==> src/rtl/mc_ctrl_pkg.sv <==
// mc_ctrl shared types: FSM states, instruction classes, opcodes and control codes.
// The TRAP state exists only when MC_CTRL_TRAP_EN is defined.
package mc_ctrl_pkg;

    typedef enum logic [2:0] {
        S_IDLE   = 3'd0,
        S_FETCH  = 3'd1,
        S_DECODE = 3'd2,
        S_EXEC   = 3'd3,
        S_MEM    = 3'd4,
        S_WB     = 3'd5
`ifdef MC_CTRL_TRAP_EN
        ,
        S_TRAP   = 3'd6
`endif
    } state_t;

    typedef enum logic [2:0] {
        C_R, C_IALU, C_LW, C_SW, C_LUI, C_BEQ, C_JAL, C_ILL
    } cls_t;

    localparam logic [6:0] OP_R    = 7'b0110011;
    localparam logic [6:0] OP_IALU = 7'b0010011;
    localparam logic [6:0] OP_LW   = 7'b0000011;
    localparam logic [6:0] OP_SW   = 7'b0100011;
    localparam logic [6:0] OP_LUI  = 7'b0110111;
    localparam logic [6:0] OP_BEQ  = 7'b1100011;
    localparam logic [6:0] OP_JAL  = 7'b1101111;

    localparam logic [2:0] EXOP_I     = 3'b000;
    localparam logic [2:0] EXOP_U     = 3'b001;
    localparam logic [2:0] EXOP_S     = 3'b010;
    localparam logic [2:0] EXOP_B     = 3'b011;
    localparam logic [2:0] EXOP_J     = 3'b100;
    localparam logic [2:0] EXOP_SHAMT = 3'b101;
    localparam logic [2:0] EXOP_ZI    = 3'b110;

    localparam logic [2:0] ALU_ADD  = 3'b000;
    localparam logic [2:0] ALU_SUB  = 3'b001;
    localparam logic [2:0] ALU_AND  = 3'b010;
    localparam logic [2:0] ALU_OR   = 3'b011;
    localparam logic [2:0] ALU_XOR  = 3'b100;
    localparam logic [2:0] ALU_SLL  = 3'b101;
    localparam logic [2:0] ALU_SRL  = 3'b110;
    localparam logic [2:0] ALU_SLTU = 3'b111;

    localparam logic [1:0] WB_ALU = 2'b00;
    localparam logic [1:0] WB_MEM = 2'b01;
    localparam logic [1:0] WB_PC4 = 2'b10;
    localparam logic [1:0] WB_IMM = 2'b11;

    // The ALU has no signed compare or arithmetic shift: slt/sra fold onto sltu/srl.
    function automatic logic [2:0] alu_of_f3(input logic [2:0] f3, input logic alt);
        logic [2:0] op;
        unique case (f3)
            3'b000:         op = alt ? ALU_SUB : ALU_ADD;
            3'b001:         op = ALU_SLL;
            3'b010, 3'b011: op = ALU_SLTU;
            3'b100:         op = ALU_XOR;
            3'b101:         op = ALU_SRL;
            3'b110:         op = ALU_OR;
            default:        op = ALU_AND;
        endcase
        return op;
    endfunction

endpackage

==> src/rtl/mc_decode.sv <==
// mc_decode: combinational instruction classifier for the multi-cycle controller.
// Produces class, immediate format, ALU operation and a legality flag.
module mc_decode
    import mc_ctrl_pkg::*;
(
    input  logic [31:0] instr,
    output cls_t        cls,
    output logic [2:0]  exop,
    output logic [2:0]  alu_op,
    output logic        legal
);

    logic [6:0] op;
    logic [2:0] f3;
    logic       alt;
    logic       unused_bits;

    assign op  = instr[6:0];
    assign f3  = instr[14:12];
    assign alt = instr[30];
    assign unused_bits = ^{instr[31], instr[29:15], instr[11:7]};

    always_comb begin
        cls    = C_ILL;
        exop   = EXOP_I;
        alu_op = ALU_ADD;
        legal  = 1'b1;
        unique case (1'b1)
            (op == OP_R): begin
                cls    = C_R;
                alu_op = alu_of_f3(f3, alt);
            end
            (op == OP_IALU): begin
                cls    = C_IALU;
                alu_op = alu_of_f3(f3, 1'b0);
                unique case (f3)
                    3'b001, 3'b101: exop = EXOP_SHAMT;
                    3'b011:         exop = EXOP_ZI;
                    default:        exop = EXOP_I;
                endcase
            end
            (op == OP_LW): cls = C_LW;
            (op == OP_SW): begin
                cls  = C_SW;
                exop = EXOP_S;
            end
            (op == OP_LUI): begin
                cls  = C_LUI;
                exop = EXOP_U;
            end
            (op == OP_BEQ && f3 == 3'b000): begin
                cls    = C_BEQ;
                exop   = EXOP_B;
                alu_op = ALU_SUB;
            end
            (op == OP_JAL): begin
                cls  = C_JAL;
                exop = EXOP_J;
            end
            default: legal = 1'b0;
        endcase
    end

endmodule

==> src/rtl/mc_ctrl.sv <==
// mc_ctrl: multi-cycle RV32I control FSM over a single shared memory port.
// Define MC_CTRL_TRAP_EN to trap on illegal instructions instead of NOP-ing them.
module mc_ctrl
    import mc_ctrl_pkg::*;
(
    input  logic        clk,
    input  logic        rst_n,
    input  logic [31:0] instr,
    input  logic        mem_ready,
    input  logic        zero,
    output logic        mem_req,
    output logic        mem_we,
    output logic        mem_sel,
    output logic        ir_we,
    output logic        pc_we,
    output logic        pc_sel,
    output logic        reg_we,
    output logic [1:0]  wb_sel,
    output logic        alu_src,
    output logic [2:0]  alu_op,
    output logic [2:0]  exop,
    output logic [2:0]  state
`ifdef MC_CTRL_TRAP_EN
    ,
    output logic        illegal
`endif
);

    state_t     st;
    cls_t       cls;
    logic [2:0] dec_exop;
    logic [2:0] dec_alu;
    logic       legal;

    mc_decode u_dec (
        .instr  (instr),
        .cls    (cls),
        .exop   (dec_exop),
        .alu_op (dec_alu),
        .legal  (legal)
    );

    assign state = st;

    always_ff @(posedge clk or negedge rst_n) begin
        if (!rst_n) begin
            st   <= S_IDLE;
            exop <= EXOP_I;
        end else begin
            unique case (st)
                S_IDLE:  st <= S_FETCH;
                S_FETCH: if (mem_ready) st <= S_DECODE;
                S_DECODE: begin
                    exop <= dec_exop;
`ifdef MC_CTRL_TRAP_EN
                    st   <= legal ? S_EXEC : S_TRAP;
`else
                    st   <= legal ? S_EXEC : S_FETCH;
`endif
                end
                S_EXEC: begin
                    unique case (cls)
                        C_R, C_IALU, C_LUI: st <= S_WB;
                        C_LW, C_SW:         st <= S_MEM;
                        default:            st <= S_FETCH;
                    endcase
                end
                S_MEM: if (mem_ready) st <= (cls == C_SW) ? S_FETCH : S_WB;
                S_WB:  st <= S_FETCH;
`ifdef MC_CTRL_TRAP_EN
                S_TRAP: st <= S_TRAP;
`endif
                default: st <= S_IDLE;
            endcase
        end
    end

    // Controls are decoded from the live state so reset clears them at once.
    always_comb begin
        mem_req = 1'b0;
        mem_we  = 1'b0;
        mem_sel = 1'b0;
        ir_we   = 1'b0;
        pc_we   = 1'b0;
        pc_sel  = 1'b0;
        reg_we  = 1'b0;
        wb_sel  = WB_ALU;
        alu_src = 1'b0;
        alu_op  = ALU_ADD;
`ifdef MC_CTRL_TRAP_EN
        illegal = 1'b0;
`endif
        unique case (st)
            S_FETCH: begin
                mem_req = 1'b1;
                ir_we   = mem_ready;
            end
            S_DECODE: begin
`ifndef MC_CTRL_TRAP_EN
                pc_we = !legal;
`endif
            end
            S_EXEC: begin
                alu_op  = dec_alu;
                alu_src = (cls == C_IALU) || (cls == C_LW) || (cls == C_SW);
                if (cls == C_BEQ) begin
                    pc_we  = 1'b1;
                    pc_sel = zero;
                end
                if (cls == C_JAL) begin
                    reg_we = 1'b1;
                    wb_sel = WB_PC4;
                    pc_we  = 1'b1;
                    pc_sel = 1'b1;
                end
            end
            S_MEM: begin
                mem_req = 1'b1;
                mem_sel = 1'b1;
                mem_we  = (cls == C_SW);
                pc_we   = mem_ready && (cls == C_SW);
            end
            S_WB: begin
                reg_we = 1'b1;
                pc_we  = 1'b1;
                wb_sel = (cls == C_LW)  ? WB_MEM :
                         (cls == C_LUI) ? WB_IMM : WB_ALU;
            end
`ifdef MC_CTRL_TRAP_EN
            S_TRAP: illegal = 1'b1;
`endif
            default: ;
        endcase
    end

endmodule

==> config.mk <==
export PLATFORM = sky130hd
export DESIGN_NAME = mc_ctrl
export DESIGN_NICKNAME = d
export VERILOG_FILES = /design/src/rtl/mc_ctrl_pkg.sv /design/src/rtl/mc_decode.sv /design/src/rtl/mc_ctrl.sv
export SDC_FILE = /design/constraint.sdc
export NUM_CORES = 1
export LEC_CHECK = 0
export ABC_AREA = 1
export CELL_PAD_IN_SITES_DETAIL_PLACEMENT = 0
export CELL_PAD_IN_SITES_GLOBAL_PLACEMENT = 1
export CORE_MARGIN = 1.5
export CORE_UTILIZATION = 21
export CTS_BUF_LIST = sky130_fd_sc_hd__clkbuf_8
export DETAILED_ROUTE_END_ITERATION = 6
export GPL_TIMING_DRIVEN = 1
export PLACE_DENSITY_LB_ADDON = 0.1
export SLEW_MARGIN = 20
export SYNTH_ARGS = -nofsm -noshare
export SYNTH_HDL_FRONTEND = slang
export SYNTH_HIERARCHICAL = 1
export SYNTH_SLANG_ARGS = --single-unit
==> constraint.sdc <==
create_clock -name clk -period 1.9 [get_ports clk]
set_input_delay 0.285 -clock clk [delete_from_list [all_inputs] [get_ports clk]]
set_output_delay 0.285 -clock clk [all_outputs]
set_load 0.02 [all_outputs]
* After elaboration in Yosys (flattened, before gate mapping) *
Index checks and enable logic that the tools add are counted.

storage, ports and cells
  output and inout port bits = 19
  input bits = 36
  bits in registers = 6

cells by class
  eq/ne operators = 26
  mux-type cells = 32
  reduce and logical (&&, ||, !) cells = 16

operators with widths
  kind                                                 count
  case mux 3 bit (6 select lines)                      2
  case mux 3 bit (5 select lines)                      2
  equality test 3 bit, second input constant           8
  equality test 7 x 6 -> 1 bit, second input constant  3
  case mux 3 bit (7 select lines)                      1
  equality test 3 x 2 -> 1 bit, second input constant  6
  equality test 7 bit, second input constant           2
  two-way mux 1 bit                                    13
  two-way mux 3 bit                                    4
  case mux 3 bit (2 select lines)                      2
  OR reduction 2 bit                                   5
  equality test 3 x 1 -> 1 bit, second input constant  3
  logical NOT 3 bit                                    3
  case mux 3 bit (3 select lines)                      1
  two-way mux 2 bit                                    4
  equality test 7 x 2 -> 1 bit, second input constant  1
  equality test 7 x 5 -> 1 bit, second input constant  1
  OR reduction 7 bit                                   1
  inequality test 2 bit, second input constant         2
  case mux 1 bit (4 select lines)                      1
  case mux 2 bit (2 select lines)                      1
  OR reduction 3 bit                                   1
  logical AND 1 bit                                    2
  logical OR 1 bit                                     2
  other kinds (3)                                      3

* Longest topological paths before layout *
  depth in word-level cells = 7
  depth in mapped cells = 12

* Modules after synthesis *
The synthesis kept the hierarchy.

modules (own cells, without submodules)
  module     times used  area each (µm²)  cells each  sequential area each (µm²)
  mc_ctrl    1           459.2            78          150.1
  mc_decode  1           280.3            57          0.0

* Worst setup path after synthesis *
OpenSTA, ideal clock, no wires.

  kind = input to output
  start point = input instr[2]
  end point = output pc_we
  arrival time = 1.698 ns
  path buffers = 0
  path slack = -0.083 ns
  data required time = 1.615 ns
  stages on the path = 11
  path through = inv_1 nand2_2 nor2_4 nand2_2 nor2_1 nor2_1 nand2_1 nand3_1 nor2_1 nand2_1 nand3_1

between the ends
  longest elaborated chain between the ends = 7

ends and longest elaborated chain
  what                               RTL line         text
  from (decl)                        mc_ctrl.sv:8     input logic [31:0] instr,
  equality test 7 bit                mc_decode.sv:51  (op == OP_BEQ && f3 == 3'b000): begin
  logical AND 1 bit                  mc_decode.sv:51
  case mux 3 bit (7 select lines) *  mc_decode.sv:28  unique case (1'b1)
  net cls[2]                         mc_ctrl.sv:30    cls_t cls;
  equality test 3 bit                mc_ctrl.sv:106   if (cls == C_BEQ) begin
  two-way mux 1 bit                  mc_ctrl.sv:106
  two-way mux 1 bit                  mc_ctrl.sv:110   if (cls == C_JAL) begin
  case mux 1 bit (4 select lines) *  mc_ctrl.sv:93    unique case (st)
  to (decl)                          mc_ctrl.sv:15    output logic pc_we,

Mark *: on every way through the listed nets, which the timed path passes. The rest lies on a longest branch.

* Worst setup path in the final report *
  start point = input instr[14]
  end point = output pc_sel

between the ends
  longest elaborated chain between the ends = 7

ends and longest elaborated chain
  what                               RTL line         text
  logical NOT 3 bit *                mc_decode.sv:51
  logical AND 1 bit *                mc_decode.sv:51
  case mux 3 bit (7 select lines) *  mc_decode.sv:28
  net cls[0]                         mc_ctrl.sv:30
  equality test 3 bit                mc_ctrl.sv:106
  two-way mux 1 bit                  mc_ctrl.sv:106
  two-way mux 1 bit *                mc_ctrl.sv:110
  two-way mux 1 bit *                mc_ctrl.sv:93
  to (decl)                          mc_ctrl.sv:16    output logic pc_sel,

Marks and branches as above.

==> impl_metrics.csv <==
group,metric,value,unit
cts,h-tree-depth,1,
critical_path,cp-start-kind,"input pin",
sta,setup_ws,-0.001056,ns
critical_path,slowest_delay,0.23,ns
finish,drive_gt1_share,47.52,%
pwr,p_comb_share,60.6,%
sta,hold_viol,0,
outcome,status,"complete, but fails checks",
cts,cts_inserted_buffers,3,
finish,antenna_cells,0,
routing,num_vias,1044,
sta,rsz0062_at_grt,"true",
floorplanning,rows,21,
sta,maxSlewViolCount,0,
placed_design,gp_congestion,0.7926,
cts,tritoncts,"yes",
pwr,p_leak,0.8150,nW
routing,routed_wl,2552,um
grt,grt_max_degree,8,
critical_path,path_max_fanout,6,
floorplanning,die_h,62.34,um
finish,layout_common_cells,"nand2_1 (32), buf_4 (31), inv_1 (16)",
critical_path,crit_top_cell,"nand3_4",
critical_path,rr_startpoint,"state[1]",
grt,grt_pass1_vias,1022,
critical_path,cp_slowest_cell,"clkdlybuf4s15_1",
routing,wl_per_cell,10.29,um
outcome,violations,"setup timing",
grt,grt_overflow,0,
critical_path,startpoint,"instr[14]",
synth,synth_cells,135,
sta,fmax,526.0,MHz
sta,whs,0.3067,ns
synth,yosysWarnings,6,
pwr,finalPower,0.9423,mW
critical_path,end_kind,"output pin",
min_path,hold_path.class,"in -> async",
critical_path,path_depth,11,
finish,final_common_cell,"nand2_1",
grt,antenna_found_initial,0,
critical_path,cp_top_family,"simple AND/OR/NAND/NOR gates",
critical_path,r2r_cells,9,
routing,drcViolationCount,0,
floorplanning,die-area,3886,um2
flow_run,drv_cap,0,
sta,finalSetupViolations,1,
sta,fin_crit_sh,100.1,%
critical_path,critical_path.cell_chain,"clkdlybuf4s15_1 -> nor2_4 -> nand3_2 -> nand3_4 -> nand2_8 -> inv_6 -> nand3_4 -> o21ai_2 -> nand2_2 -> a21oi_2 -> buf_6",
sta,worst_slew_pin_slew,0.2660,ns
floorplanning,ios,55,
pwr,p_seq_share,19.7,%
critical_path,crit_arrival,1.62,ns
cts,clock_latency,0.22,ns
floorplanning,chipWidth,62.34,um
routing,drt-initial-drc-count,15,
finish,nets,240,
placed_design,numPortBuffers,33,
cts,clkSlewWorstSetupHoldPaths,0.03,ns
sta,fin_tns_setup,-0.001056,ns
grt,grt_pass1_wl,4057,um
routing,ant_nets,0,
floorplanning,start_util,21.99,%
synth,ys_ff_latch,6,
critical_path,path_class,"in -> out",
synth,ys_types,18,
pwr,ir_drop,0.3469,mV
routing,vias_per_cell,4.210,
grt,grt_use_total,12.56,%
critical_path,crit_path_end,"pc_sel",
synth,synth_area,739.5,um2
sta,slew_headroom,82.21,%
critical_path,critPathBufInv,3,
floorplanning,core-area,3363,um2
pwr,p_sw,0.4035,mW
placed_design,post-place-ws,-0.9012,ns
pwr,pwr-share-clk,19.7,%
cts,root_buffer,"clkbuf_8",
critical_path,required,1.62,ns
critical_path,reg2reg_slack,0.67,ns
cts,hold_buffers,0,
placed_design,dp_hpwl,1932,um
cts,clockBufferDepth,2,
sta,fin_skew,0.0007035,ns
finish,num-fill-cells,396,
pwr,p_int,0.5388,mW
synth,seq_area_frac_synth,20.30,%
critical_path,r2r-end,"state[2]",
sta,period_minus_slack,1.901,ns
routing,drtPass1Iterations,4,
synth,syn_nets,171,
synth,syn_avg_cell_area,5.477,um2
finish,areaGrowthSynthToFinish,108.3,%
cts,cts_sinks,6,
pwr,power_density,611.8,nW/um2
pwr,p_sw_share,42.82,%
==> stage by stage <==
| step | utilization (%) | instances | instance area [um2] |
|---|---|---|---|
| 6_report | 45.80 | 248 | 1540 |
| 5_1_grt | 45.80 | 248 | 1540 |
| 4_1_cts | 42.41 | 247 | 1426 |
| 3_5_place_dp | 39.55 | 240 | 1330 |
| 3_3_place_gp | 39.55 | 240 | 1330 |
| 2_1_floorplan | - | 135 | 747.0 |
==> metal layers <==
metal	vias to the layer above	track usage, %	routed length, um
li1	563	-	-
met1	460	15.57	1161
met2	21	22.42	1309
met3	0	1.630	81
met4	0	4.167	0
met5	-	0	0
==> layout make-up <==
cell class | instances | area [um2] | share of cell area [%]
repair buffers | 64 | 511.7 | 33.22
flip-flops and latches | 6 | 150.1 | 9.748
inverters | 24 | 107.6 | 6.986
well taps | 46 | 57.56 | 3.737
multi-input cells | 105 | 671.9 | 43.62
clock buffers | 3 | 41.29 | 2.681
==> registers in the layout (all words and copies together) (netlist names) <==
name,flops
exop,3
state,3
==> cells in the mapped netlist (all sizes together) <==
library cell,n,area (um2)
dfrtp,6,150.1
nand4,2,12.51
a211oi,1,7.510
nand2,45,181.4
nor2,24,107.6
nand3b,2,15.01
inv,24,90.09
nor3,2,10.01
o21ai,4,20.02
nand3,20,115.1
a21oi,3,15.01
o31ai,1,7.510
o21bai,1,7.510
==> worst min path at each step <==
| stage | from | end | depth (start not counted) |
|---|---|---|---|
| 2_1_floorplan | rst_n | exop[0] | 0 |
| 3_3_place_gp | exop[0] | exop[0] | 2 |
| 3_5_place_dp | exop[0] | exop[0] | 2 |
| 4_1_cts | rst_n | exop[1] | 1 |
| 5_1_grt | rst_n | state[2] | 1 |
| 6_report | rst_n | exop[1] | 1 |
==> logic make-up (layout without fill, tap and decap cells) <==
group | Yosys count | after routing | share of synthesized area [%]
flops | 6 | 6 | 20.30
buf+inv | 24 | 91 | 12.18
simple gates | 95 | 95 | 59.73
compound gates | 10 | 10 | 7.784
==> power by group through the flow <==
stage	clock [mW]	sequential [mW]	combinational, mW
2_1_floorplan	0	0.220	0.235
3_3_place_gp	0	0.188	0.545
3_5_place_dp	0	0.186	0.546
4_1_cts	0.194	0.185	0.550
5_1_grt	0.203	0.188	0.628
6_report	0.185	0.186	0.571
==> timing repair <==
item,in CTS,in global routing
buffers inserted,4,3
pin swaps,17,17
cloned,0,0
hold endpoints to repair,0,0
endpoints found under the setup margin,14,8
resized for setup,103,35
Power figures use the tool's default switching activity.
